--- config.mk ---
export PLATFORM = sky130hd
export DESIGN_NAME = mem_access_ctrl
export DESIGN_NICKNAME = d
export VERILOG_FILES = /design/src/rtl/mem_access_ctrl.sv
export SDC_FILE = /design/constraint.sdc
export NUM_CORES = 1
export LEC_CHECK = 0
export BUFFER_PORTS_ARGS = -buffer_cell sky130_fd_sc_hd__buf_2
export CAP_MARGIN = 25
export CORE_AREA = 5 5 146 148
export DETAILED_ROUTE_END_ITERATION = 8
export DIE_AREA = 0 0 151 153
export GPL_TIMING_DRIVEN = 0
export SYNTH_ARGS = -nofsm -noshare
export SYNTH_HDL_FRONTEND = slang
export SYNTH_SLANG_ARGS = --single-unit
export TNS_END_PERCENT = 30
--- constraint.sdc ---
create_clock -name clk -period 2 [get_ports clk]
set_input_delay 0.4 -clock clk [delete_from_list [all_inputs] [get_ports clk]]
set_output_delay 0.4 -clock clk [all_outputs]
set_load 0.05 [all_outputs]
--- src/rtl/mem_access_ctrl.sv ---
// MEM-stage data-memory sequencer; shares the memory port with a debug master.
// Define MEM_TIMEOUT_EN to bound the ack wait and enable the sticky mem_err flag.
module mem_access_ctrl #(
  parameter int DATA_W  = 32,
  parameter int TIMEOUT = 255
) (
  input  logic              clk,
  input  logic              reset,
  input  logic              memRead_EX_MEM,
  input  logic              memWrite_EX_MEM,
  input  logic [DATA_W-1:0] aluResult_EX_MEM,
  input  logic [DATA_W-1:0] data2_EX_MEM,
  input  logic              dbg_req,
  input  logic              dbg_we,
  input  logic [DATA_W-1:0] dbg_addr,
  input  logic [DATA_W-1:0] dbg_wdata,
  output logic              dbg_ack,
  output logic [DATA_W-1:0] dbg_rdata,
  output logic              mem_req,
  output logic              mem_we,
  output logic [DATA_W-1:0] mem_addr,
  output logic [DATA_W-1:0] mem_wdata,
  input  logic [DATA_W-1:0] mem_rdata,
  input  logic              mem_ack,
  output logic              stall,
  output logic [DATA_W-1:0] readData_MEM,
  output logic              mem_err
);

  typedef enum logic [2:0] {
    IDLE,
    PIPE_ACC,
    PIPE_DONE,
    DBG_ACC,
    DBG_DONE
  } state_e;

  state_e state_q, state_d;

  logic [DATA_W-1:0] addr_q, addr_d;
  logic [DATA_W-1:0] wdata_q, wdata_d;
  logic [DATA_W-1:0] rdata_q, rdata_d;
  logic [DATA_W-1:0] drdata_q, drdata_d;
  logic              we_q, we_d;
  logic              pipe_op;
  logic              acc;
  logic              tmo;

  assign pipe_op = memRead_EX_MEM | memWrite_EX_MEM;
  assign acc     = (state_q == PIPE_ACC) |
                   (state_q == DBG_ACC);

`ifdef MEM_TIMEOUT_EN
  localparam int CW_MIN = $clog2(TIMEOUT + 1);
  localparam int CW     = (CW_MIN > 8) ? CW_MIN : 8;

  logic [CW-1:0] cnt_q, cnt_d;
  logic          err_q, err_d;

  // Counter is zero on every entry to an access state.
  assign tmo = acc & ~mem_ack &
               (cnt_q == CW'(TIMEOUT - 1));

  always_comb begin
    cnt_d = '0;
    if (acc) cnt_d = cnt_q + 1'b1;
  end

  assign err_d   = err_q | tmo;
  assign mem_err = err_q;

  always_ff @(posedge clk or negedge reset) begin
    if (!reset) begin
      cnt_q <= '0;
      err_q <= 1'b0;
    end else begin
      cnt_q <= cnt_d;
      err_q <= err_d;
    end
  end
`else
  assign tmo     = 1'b0;
  assign mem_err = 1'b0;
`endif

  always_comb begin
    state_d  = state_q;
    addr_d   = addr_q;
    wdata_d  = wdata_q;
    we_d     = we_q;
    rdata_d  = rdata_q;
    drdata_d = drdata_q;
    unique case (state_q)
      IDLE: begin
        if (pipe_op) begin
          state_d = PIPE_ACC;
          addr_d  = aluResult_EX_MEM;
          wdata_d = data2_EX_MEM;
          we_d    = memWrite_EX_MEM;
        end else if (dbg_req) begin
          state_d = DBG_ACC;
          addr_d  = dbg_addr;
          wdata_d = dbg_wdata;
          we_d    = dbg_we;
        end
      end
      PIPE_ACC: begin
        if (mem_ack) begin
          state_d = PIPE_DONE;
          rdata_d = mem_rdata;
        end else if (tmo) begin
          state_d = PIPE_DONE;
          rdata_d = '0;
        end
      end
      DBG_ACC: begin
        if (mem_ack) begin
          state_d  = DBG_DONE;
          drdata_d = mem_rdata;
        end else if (tmo) begin
          state_d  = DBG_DONE;
          drdata_d = '0;
        end
      end
      // Always return to IDLE so an EX/MEM entry is never reissued.
      PIPE_DONE: state_d = IDLE;
      DBG_DONE:  state_d = IDLE;
      default:   state_d = IDLE;
    endcase
  end

  always_ff @(posedge clk or negedge reset) begin
    if (!reset) begin
      state_q  <= IDLE;
      addr_q   <= '0;
      wdata_q  <= '0;
      we_q     <= 1'b0;
      rdata_q  <= '0;
      drdata_q <= '0;
    end else begin
      state_q  <= state_d;
      addr_q   <= addr_d;
      wdata_q  <= wdata_d;
      we_q     <= we_d;
      rdata_q  <= rdata_d;
      drdata_q <= drdata_d;
    end
  end

  assign mem_req      = acc;
  assign mem_we       = we_q;
  assign mem_addr     = addr_q;
  assign mem_wdata    = wdata_q;
  assign readData_MEM = rdata_q;
  assign dbg_rdata    = drdata_q;
  assign dbg_ack      = (state_q == DBG_DONE);
  assign stall        = pipe_op & (state_q != PIPE_DONE);

endmodule

==> results of run 1 <==
## repair_timing
item                                    4_1_cts  5_1_grt
cloned                                        0        0
pin swaps                                     0        0
gates resized for setup                       2        3
endpoints found under the setup margin        1       30
endpoints found under the hold margin         4        0
hold buffers                                  1        0
## layer usage
layer,GRT usage [%],wire [um]
met5,0,0
met2,22.8,7930
met4,4.15,243
met3,4.97,1400
met1,15.0,6120
## cells in the final DEF, fill, tap and decap left out, types with 2 or more instances in the layout
master,count
clkbuf_1,6
dfrtp_1,132
a21oi_1,3
clkbuf_4,3
inv_1,4
mux2_2,153
buf_6,6
buf_1,2
nor2_1,2
mux2_4,38
buf_2,305
clkinv_2,3
buf_4,3
clkbuf_16,17
clkinvlp_4,4
## worst register-to-register path, cell delays in order (launching register included)
cell	delay, ps
dfrtp_1	420
and2b_1	260
and3b_1	190
clkbuf_1	250
clkbuf_4	310
mux2_2	360
## state kept, by name (all words and copies together), names as in the netlist
register,flops
dbg_rdata,32
mem_addr,32
mem_wdata,32
mem_we,1
readData_MEM,32
state_q,3
## kinds of logic after synthesis
group / Yosys count / share of synthesized area [%]
muxes: 193 / 39.4
DFF: 132 / 56.3
AOI/OAI and AO/OA: 5 / 0.490
and+or+nand+nor: 10 / 1.13
buffers and inverters: 26 / 2.64
other: 1 / 0.0639
## metrics by stage
stage	TNS [ps]	cell area, um^2	hold slack, ps	setup WS, ps	cells
5_1_grt	-213	8290	213	-19.4	968
6_report	0	8290	236	107	968
3_3_place_gp	-184360	7700	465	-1370	935
4_1_cts	0	8280	213	41.6	968
2_1_floorplan	0	5870	104	4.27	367
3_5_place_dp	-4880	7730	436	-217	936
## path summary, 6_finish.rpt
kind	from	end	slack, ps
max	state_q[2]$_DFFE_PN0P_	readData_MEM[14]$_DFFE_PN0P_	110
min	mem_rdata[9]	dbg_rdata[9]$_DFFE_PN0P_	240
max reg2reg	state_q[2]$_DFFE_PN0P_	readData_MEM[14]$_DFFE_PN0P_	110
min reg2reg	readData_MEM[6]$_DFFE_PN0P_	readData_MEM[6]$_DFFE_PN0P_	480
max in group asynchronous	reset	dbg_rdata[10]$_DFFE_PN0P_	690
min in group asynchronous	reset	mem_wdata[12]$_DFFE_PN0P_	570
## layout make-up
type                            count  area share, %
Buffer                             22           1.84
Inverter                            4          0.181
Multi-Input combinational cell    209           29.1
Timing Repair Buffer              300           18.5
Clock inverter                      9           1.01
Sequential cell                   132           39.9
Clock buffer                       22           5.36
Tap cell                          270           4.08
==> impl_results.md, run 1 <==
* Status: complete, no violations
* Max-slew headroom at 56.9%
* Cell taking the most area after synthesis: dfrtp_1
* Antenna violations before repair at 0
* Fin. max-slew vios at 0
* Worst Setup End Kind: flip-flop
* Fmax at 0.528 GHz
* Yosys reg bits at 132
* Sequential fraction of the synthesis area at 56.3%
* Final min period at 1890 ps
* Final Hold Vio Count at 0
* Root Driver: clkbuf_16
* Largest net degree at the start of global routing at 68
* Actual slew at the worst max-slew pin at 647 ps
* Residual DRC at 0
* FILL cells at 1,983
* Final ANT Viol Nets at 0
* Clock-pin slew on the worst setup and hold paths at 60 ps
* Leading post-synthesis cells by cell area: dfrtp_1 56%, mux2_2 29%, mux2_4 9.7%, buf_2 1.1%, buf_6 0.96%
* CP Buf/Inv Count at 2
* CP max-delay cell: dfrtp_1
* Core Region at 19,900 um^2
* GPL Wtd Cong at 0.743
* Critical Path AT at 2180 ps
* Starting Density at 29.5%
* # Max-Cap Violations at 0
* Synth top area share at 56.3%
* Die extent in x at 151 um
* Drt first-iter violations at 84
* Tcrit/Tclk final at 94.6%
* DR WL/cell at 16.2 um
* Synth cell types at 24
* Cells after Synth at 367
* Vias per Instance at 4.23
* Crit path launch type: flip-flop
* Synthesis-to-layout area growth at 41.1%
* Die height at 153 um
* Slowest Stage Delay on Critical Path at 420 ps
* Rows at 52
* Final Core Density at 41.6%
* Antenna Cells at 0
* Worst-skew pair later-pin latency at 400 ps
* WP data required at 2290 ps
* Syn nets at 534
* CTS tree: done
* Post-CTS Setup Bufs at 0
* Synth async-reset ratio at 100%
* Num ports at 300
* Worst hold path class: in -> reg
* Synth Cell Area at 5870 um^2
* Total number of vias at 4,096
* Post-synth top cells: 153 x mux2_2, 132 x dfrtp_1, 38 x mux2_4, 13 x buf_2, 5 x buf_6
* Share of cells above drive strength 1 at 76.8%
* CTS H-Tree Depth at 4
* Global-route wire length before repair at 23.8 mm
* Post-layout net count at 853
* Gr ovfl total at 0
* YS warnings at 0
* Worst Skew at 7.91 ps
* Primary FF master, synth: dfrtp_1
* Die area at 23,100 um^2
* R2r worst-path depth at 5
* Finish-stage setup viols at 0
* Register Area at 3300 um^2
* CTS Sinks at 132
* GRT Resource Usage Total at 13.2%
* Multi-input logic area at 2410 um^2
* Post-synth EDFFs at 0
* RSZ-0062 raised after global routing: true
* Worst path depth at 5
* Vias in the first global route at 4,338
* Dpl hpwl at 12.1 mm
* DRT Pass-1 Iters at 6
* Cell with the most instances after synthesis: mux2_2
* Crit-path cells: and2b_1, and3b_1, clkbuf_1, clkbuf_4, mux2_2
* Clock buffer depth at 2
* Crit Path Category: reg -> reg
* Top fanout value on the critical path at 10
* TritonCTS buffer count at 17
* CP top delay family: buffers and inverters
* Worst hold path stage count at 2
* Synth Area per Inst at 16.0 um^2
* Routed WL at 15.7 mm
* Port bufs at 298
Power of run 1 is not shown: default switching activity piles up to over one toggle a cycle in this logic, so the estimate is an artifact.
==> run 2: changes to the inputs <==
ABC_AREA = 1   (was unset)
CORE_AREA = 5 5 148 150   (was 5 5 146 148)
DIE_AREA = 0 0 153 155   (was 0 0 151 153)
GPL_ROUTABILITY_DRIVEN = 0   (was unset)
==> run 2 against run 1 <==
Compared with the run above:
- core utilization down 0.23 points
- die area is 2.6% higher
- synthesized cell count rose by 110%
- final cell count is 41% higher
- global-route usage grew 2.5 points
- worst hold slack better by 10 ps
- worst setup slack gained 65 ps
- maximum frequency increased by 3.5%
- critical endpoint is now stall
- largest cell class unchanged
==> impl_results.md, run 2 <==
* Routed WL at 18.9 mm (+21%)
* Final Hold Vio Count at 0 (unchanged)
* Worst-skew pair later-pin latency at 410 ps (about the same)
* Vias in the first global route at 5,873 (+35%)
* Multi-input logic area at 2240 um^2 (-7.3%)
* Post-synth EDFFs at 0 (unchanged)
* Reg-to-Reg End: mem_addr[2]$_DFFE_PN0P_
* Final min period at 1830 ps (-64.9 ps)
* Synth cell types at 21 (-13%)
* FILL cells at 2,132 (+7.5%)
* Vias per Instance at 4.23 (about the same)
* Starting Density at 29.1% (-0.36 points)
* GRT Resource Usage Total at 15.7% (+2.5 points)
* Mux cell area share after synthesis at 0% (-39 points)
* Crit Path Category: reg -> out
* Antenna violations before repair at 0 (unchanged)
* Static Leak at 0.00508 uW
* Largest family of logic cells by synthesized area: simple AND/OR/NAND/NOR gates
* Num ports at 300 (unchanged)
* Primary FF master, synth: dfrtp_1
* Synth Area per Inst at 7.93 um^2 (-50%)
* Pwr Total at 16,900 uW
* Worst Skew at 7.36 ps (-0.545 ps)
* Top fanout value on the critical path at 4 (-6)
* Max-slew headroom at 61.8% (+5.0 points)
* Post-DP Area at 7860 um^2 (+1.6%)
* RSZ-0062 raised after global routing: false
* Largest net degree at the start of global routing at 82 (+21%)
* Tcrit/Tclk final at 91.4% (-3.2 points)
* Fin. max-slew vios at 0 (unchanged)
* Synth async-reset ratio at 100% (unchanged)
* Worst Setup End Kind: output pin
* Die extent in x at 153 um (+1.3%)
* Crit path launch type: flip-flop
* Antenna Cells at 0 (unchanged)
* DRT Pass-1 Iters at 5 (-1)
* Critical Path AT at 1430 ps (-750 ps)
* Clock-pin slew on the worst setup and hold paths at 60 ps (about the same)
* CTS Sinks at 132 (unchanged)
* Leading post-synthesis cells by cell area: dfrtp_1 55%, nand2_1 29%, o21ai_2 3.4%, o21ai_1 2.7%, inv_1 2.5%
* Post-synthesis compound-gate area fraction at 6.92% (+6.4 points)
* Post-synth top cells: 461 x nand2_1, 132 x dfrtp_1, 40 x inv_1, 32 x o21ai_1, 24 x buf_2
* Hold Crit Start: mem_rdata[23]
* Cell with the most instances after synthesis: nand2_1
* Worst VDD drop at 0.625 mV
* Cells after Synth at 755 (+110%)
* Finish-stage setup viols at 0 (unchanged)
* Residual DRC at 0 (unchanged)
* Final ANT Viol Nets at 0 (unchanged)
* Hold EP: dbg_rdata[23]$_DFFE_PN0P_
* Core Region at 20,600 um^2 (+3.3%)
* Status: complete, no violations
* R2r worst-path depth at 7 (+2)
* Synth top area share at 55.2% (-1.1 points)
* Global-route wire length before repair at 30.1 mm (+27%)
* Total number of vias at 5,758 (+41%)
* Gr ovfl total at 0 (unchanged)
* Final Instance Area at 8510 um^2 (+2.7%)
* Share of cells above drive strength 1 at 36.9% (-40 points)
* # Max-Cap Violations at 0 (unchanged)
* Die area at 23,700 um^2 (+2.6%)
* Final Core Density at 41.4% (-0.23 points)
* Most frequent cells in the layout: 461 x nand2_1, 321 x buf_2, 132 x dfrtp_1
* Yosys reg bits at 132 (unchanged)
* DR WL/cell at 13.9 um (-14%)
* Drt first-iter violations at 280 (+230%)
* CTS H-Tree Depth at 4 (unchanged)
* Simple-Gate Fraction of Synth Area at 30.4% (+29 points)
* Port bufs at 298 (unchanged)
* Die height at 155 um (+1.3%)
* Worst hold path stage count at 3 (+1)
* Dpl cells at 1,329 (+42%)
* Synth Cell Area at 5990 um^2 (+2.0%)
* Worst hold path class: in -> reg
* Syn nets at 922 (+73%)
* Clock buffer depth at 2 (unchanged)
* Sequential fraction of the synthesis area at 55.2% (-1.1 points)
* Cell taking the most area after synthesis: dfrtp_1
* Actual slew at the worst max-slew pin at 573 ps (-74.6 ps)
* Synthesis-to-layout area growth at 42.1%
* Root Driver: clkbuf_16
* Post-layout net count at 1,240 (+45%)
* Most common cell after layout, fill and taps aside: nand2_1
* PwrDens at 1980 nW/um^2
* Critical R2R Launch: state_q[1]$_DFFE_PN0P_
* WP data required at 1600 ps (-690 ps)
* Fmax at 0.547 GHz (+3.5%)
* TritonCTS buffer count at 17 (unchanged)
* Post-route insts no fill at 1,361 (+41%)
* CTS tree: done
* Post-Synth XOR/XNOR Area at 0% (unchanged)
* Register Area at 3300 um^2 (unchanged)
* Post-CTS sizing at 0 (-2)
* YS warnings at 0 (unchanged)
* Post-synthesis adder-cell area fraction at 0% (unchanged)
* R2R Setup Slk at 480 ps (+370 ps)
* Dpl hpwl at 14.4 mm (+19%)
* Rows at 53 (+1.9%)
* Hold Slack at 246 ps (+10.1 ps)
## run 2: worst max-delay path by stage
stage | depth (start not counted) | end | startpoint
floorplan | 3 | dbg_ack | state_q[1]$_DFFE_PN0P_
global placement | 1 | readData_MEM[26]$_DFFE_PN0P_ | reset
detailed placement | 7 | stall | memRead_EX_MEM
CTS | 7 | stall | memRead_EX_MEM
global route | 4 | dbg_ack | state_q[1]$_DFFE_PN0P_
finish | 4 | stall | state_q[1]$_DFFE_PN0P_
## run 2: critical path, stage by stage, from the launching register on
cell     delay (ps)
dfrtp_1         420
inv_1           130
o31ai_1         210
inv_1            60
buf_2           210
## run 2: what timing repair did
action | CTS | global route
setup endpoints to repair | 0 | 1
hold buffers | 1 | 0
buffers inserted | 0 | 0
hold endpoints to repair | 51 | 0
## run 2: cell type report
cell class	instances	share of cell area, %
Sequential cell	132	38.8
Multi-Input combinational cell	539	26.3
Timing Repair Buffer	300	18.0
Clock buffer	17	5.00
Tap cell	275	4.04
Buffer	41	3.35
Clock inverter	15	2.56
Inverter	42	1.85
## run 2: power breakdown
| group | switching [uW] | total, uW | internal, uW |
|---|---|---|---|
| sequential | 660 | 4580 | 3920 |
| clock | 1270 | 3400 | 2130 |
| combinational | 6840 | 8880 | 2040 |
## run 2: logic make-up after synthesis
family          Yosys count
buf+inv                  84
simple gates            473
compound gates           65
flops                   132
other cells               1
## run 2: through the flow
stage          setup WS, ps  setup TNS [ps]
6_report                172               0
5_1_grt                50.6               0
4_1_cts                23.3               0
3_5_place_dp           22.9               0
3_3_place_gp          -1380         -179850
2_1_floorplan           349               0
## run 2: routing by layer
metal / wire (um) / share of wire, % / track usage [%] / vias up
met4: 459 / 2.4 / 5.77 / 0
met3: 1160 / 6.1 / 3.98 / 28
met2: 9090 / 48 / 25.7 / 179
li1: - / - / - / 2925
met5: 0 / 0 / 0 / -
met1: 8190 / 43 / 20.3 / 2626
(Power assumes the default switching activity.)
==> run 3: changes to the inputs <==
--- a/config.mk
+++ b/config.mk
@@ -15,2 +15,3 @@
 export GPL_TIMING_DRIVEN = 0
+export RECOVER_POWER = 50
 export SYNTH_ARGS = -nofsm -noshare
==> constraint.sdc (replaced) <==
create_clock -name clk -period 2 [get_ports clk]
set_input_delay 0.1 -clock clk [delete_from_list [all_inputs] [get_ports clk]]
set_output_delay 0.1 -clock clk [all_outputs]
set_load 0.05 [all_outputs]
==> run 3 against run 2 <==
Compared with the run above:
- total power rose by 0.70%
- first-iteration DRC count rose by 23%
- clock skew barely moved
- count of clock-buffer cells in the layout did not move
- clock power barely moved
- critical path depth rose by 3
- global-route usage rose by 1.6 points
- sequential power barely moved
- highest routed layer unchanged
- cell area rose by 15%
- core utilization rose by 6.3 points
- flip-flop and latch count did not move
==> impl_results.md, run 3 (same netlist as run 2, synthesis figures left out) <==
* CTS tree: done
* Fin. max-slew vios at 0 (unchanged)
* Post-layout net count at 1,378 (+11%)
* Final Hold Vio Count at 0 (unchanged)
* Gr ovfl total at 0 (unchanged)
* Routed WL at 20.6 mm (+9.0%)
* Antenna violations before repair at 0 (unchanged)
* Crit Path Category: reg -> reg
* Top fanout value on the critical path at 10 (+6)
* Core Region at 20,600 um^2 (unchanged)
* Die height at 155 um (unchanged)
* Share of cells above drive strength 1 at 27.4% (-9.6 points)
* Worst hold path class: in -> reg
* RSZ-0062 raised after global routing: false
* Residual DRC at 0 (unchanged)
* Static Leak at 0.00545 uW (+7.3%)
* Port bufs at 298 (unchanged)
* DR WL/cell at 13.7 um (-1.1%)
* Worst VDD drop at 0.664 mV (+6.3%)
* Crit path launch type: flip-flop
* Critical Path AT at 1900 ps (+470 ps)
* Tcrit/Tclk final at 77.6% (-14 points)
* Final ANT Viol Nets at 0 (unchanged)
* Hold Slack at 20.4 ps (-226 ps)
* Clock buffer depth at 2 (unchanged)
* Final Instance Area at 9800 um^2 (+15%)
* CTS Sinks at 132 (unchanged)
* WP data required at 2340 ps (+740 ps)
* GRT Resource Usage Total at 17.3% (+1.6 points)
* Synthesis-to-layout area growth at 63.6%
* Clock-pin slew on the worst setup and hold paths at 60 ps (about the same)
* # Max-Cap Violations at 0 (unchanged)
* Grt met3 use at 4.14% (+0.17 points)
* Vias per Instance at 4.29 (+1.5%)
* Starting Density at 29.1% (unchanged)
* PwrDens at 1730 nW/um^2 (-13%)
* Post-CTS sizing at 0 (unchanged)
* Met2 usage at 29.4% (+3.8 points)
* Drt first-iter violations at 345 (+23%)
* Largest net degree at the start of global routing at 82 (unchanged)
* Die extent in x at 153 um (unchanged)
* Rows at 53 (unchanged)
* Final TNS setup at 0 ps (unchanged)
* Actual slew at the worst max-slew pin at 682 ps (+110 ps)
* Root Driver: clkbuf_16
* Max-slew headroom at 54.7% (-7.1 points)
* Post-DP Area at 7860 um^2 (unchanged)
* Most frequent cells in the layout: 461 x nand2_1, 256 x buf_2, 138 x dlygate4sd3_1
* Antenna Cells at 0 (unchanged)
* Grt met1 use at 21.0% (+0.72 points)
* CTS H-Tree Depth at 4 (unchanged)
* Die area at 23,700 um^2 (unchanged)
* Total number of vias at 6,436 (+12%)
* Dpl hpwl at 14.4 mm (unchanged)
* Status: complete, no violations
* Worst Setup End Kind: flip-flop
* Busiest layer in global routing: met2
* Vias in the first global route at 6,686 (+14%)
* DRT Pass-1 Iters at 4 (-1)
* Global-route wire length before repair at 33.4 mm (+11%)
* Finish-stage setup viols at 0 (unchanged)
* Num ports at 300 (unchanged)
* Most common cell after layout, fill and taps aside: nand2_1
* Worst-skew pair later-pin latency at 410 ps (about the same)
* TritonCTS buffer count at 17 (unchanged)
* Fmax at 0.644 GHz (+18%)
* Worst Skew at 7.13 ps (-0.233 ps)
* Final min period at 1550 ps (-275 ps)
## run 3: cell types whose count changed in the layout (fill, tap and decap cells not counted)
| cell | before | now |
|---|---|---|
| clkbuf_1 | 2 | 68 |
| nor2_2 | 1 | 0 |
| nor2_1 | 3 | 4 |
| buf_2 | 321 | 256 |
| dlygate4sd3_1 | 1 | 138 |
## run 3: power by group
| part | internal, uW | switching (uW) |
|---|---|---|
| clock | 2130 | 1260 |
| sequential | 3920 | 679 |
| combinational | 2070 | 6920 |
## run 3: routing by layer
layer  vias up  share of wire (%)
li1       3205                  -
met1      2983                 42
met2       200                 49
met3        48                5.1
met4         0                3.7
met5         -                  0
## run 3: critical path: stages (launching register included)
cell     delay, ps
dfrtp_1        420
nor2_1         180
nand2_2        100
nor2_4         160
buf_6          180
buf_2          220
nand2_1        150
nand2_1         90
## run 3: final cells by class
type,instances,area [um^2]
Clock buffer,17,425
Buffer,42,289
Multi-Input combinational cell,539,2240
Sequential cell,132,3300
Timing Repair Buffer,437,2830
Tap cell,275,344
Inverter,42,158
Clock inverter,15,218
Fill cell,2018,10800
## run 3: worst paths after layout
kind                                     startpoint                         to  slack (ps)  cells past startpoint
setup reg to reg             state_q[1]$_DFFE_PN0P_    mem_addr[2]$_DFFE_PN0P_         450                      7
hold / removal                         dbg_addr[12]   mem_addr[12]$_DFFE_PN0P_          20                      5
hold reg to reg            mem_wdata[7]$_DFFE_PN0P_   mem_wdata[7]$_DFFE_PN0P_         470                      2
setup / recovery             state_q[1]$_DFFE_PN0P_    mem_addr[2]$_DFFE_PN0P_         450                      7
min in group asynchronous                     reset   mem_wdata[5]$_DFFE_PN0P_         210                      2
max in group asynchronous                     reset  dbg_rdata[28]$_DFFE_PN0P_         990                      3
## run 3: timing repair
item | in CTS | in global routing
endpoints found under the hold margin | 174 | 0
buffers inserted | 0 | 0
hold buffers | 138 | 0
## run 3: through the flow
step | utilization, % | instances | worst slack (ps) | total power, uW
after floorplan | - | 755 | 558 | 11200
after global placement | 38.1 | 1328 | -1080 | 13500
after detailed placement | 38.2 | 1329 | 452 | 13600
after CTS | 48.1 | 1499 | 429 | 17300
after global routing | 47.7 | 1499 | 253 | 18000
final | 47.7 | 1499 | 447 | 17000
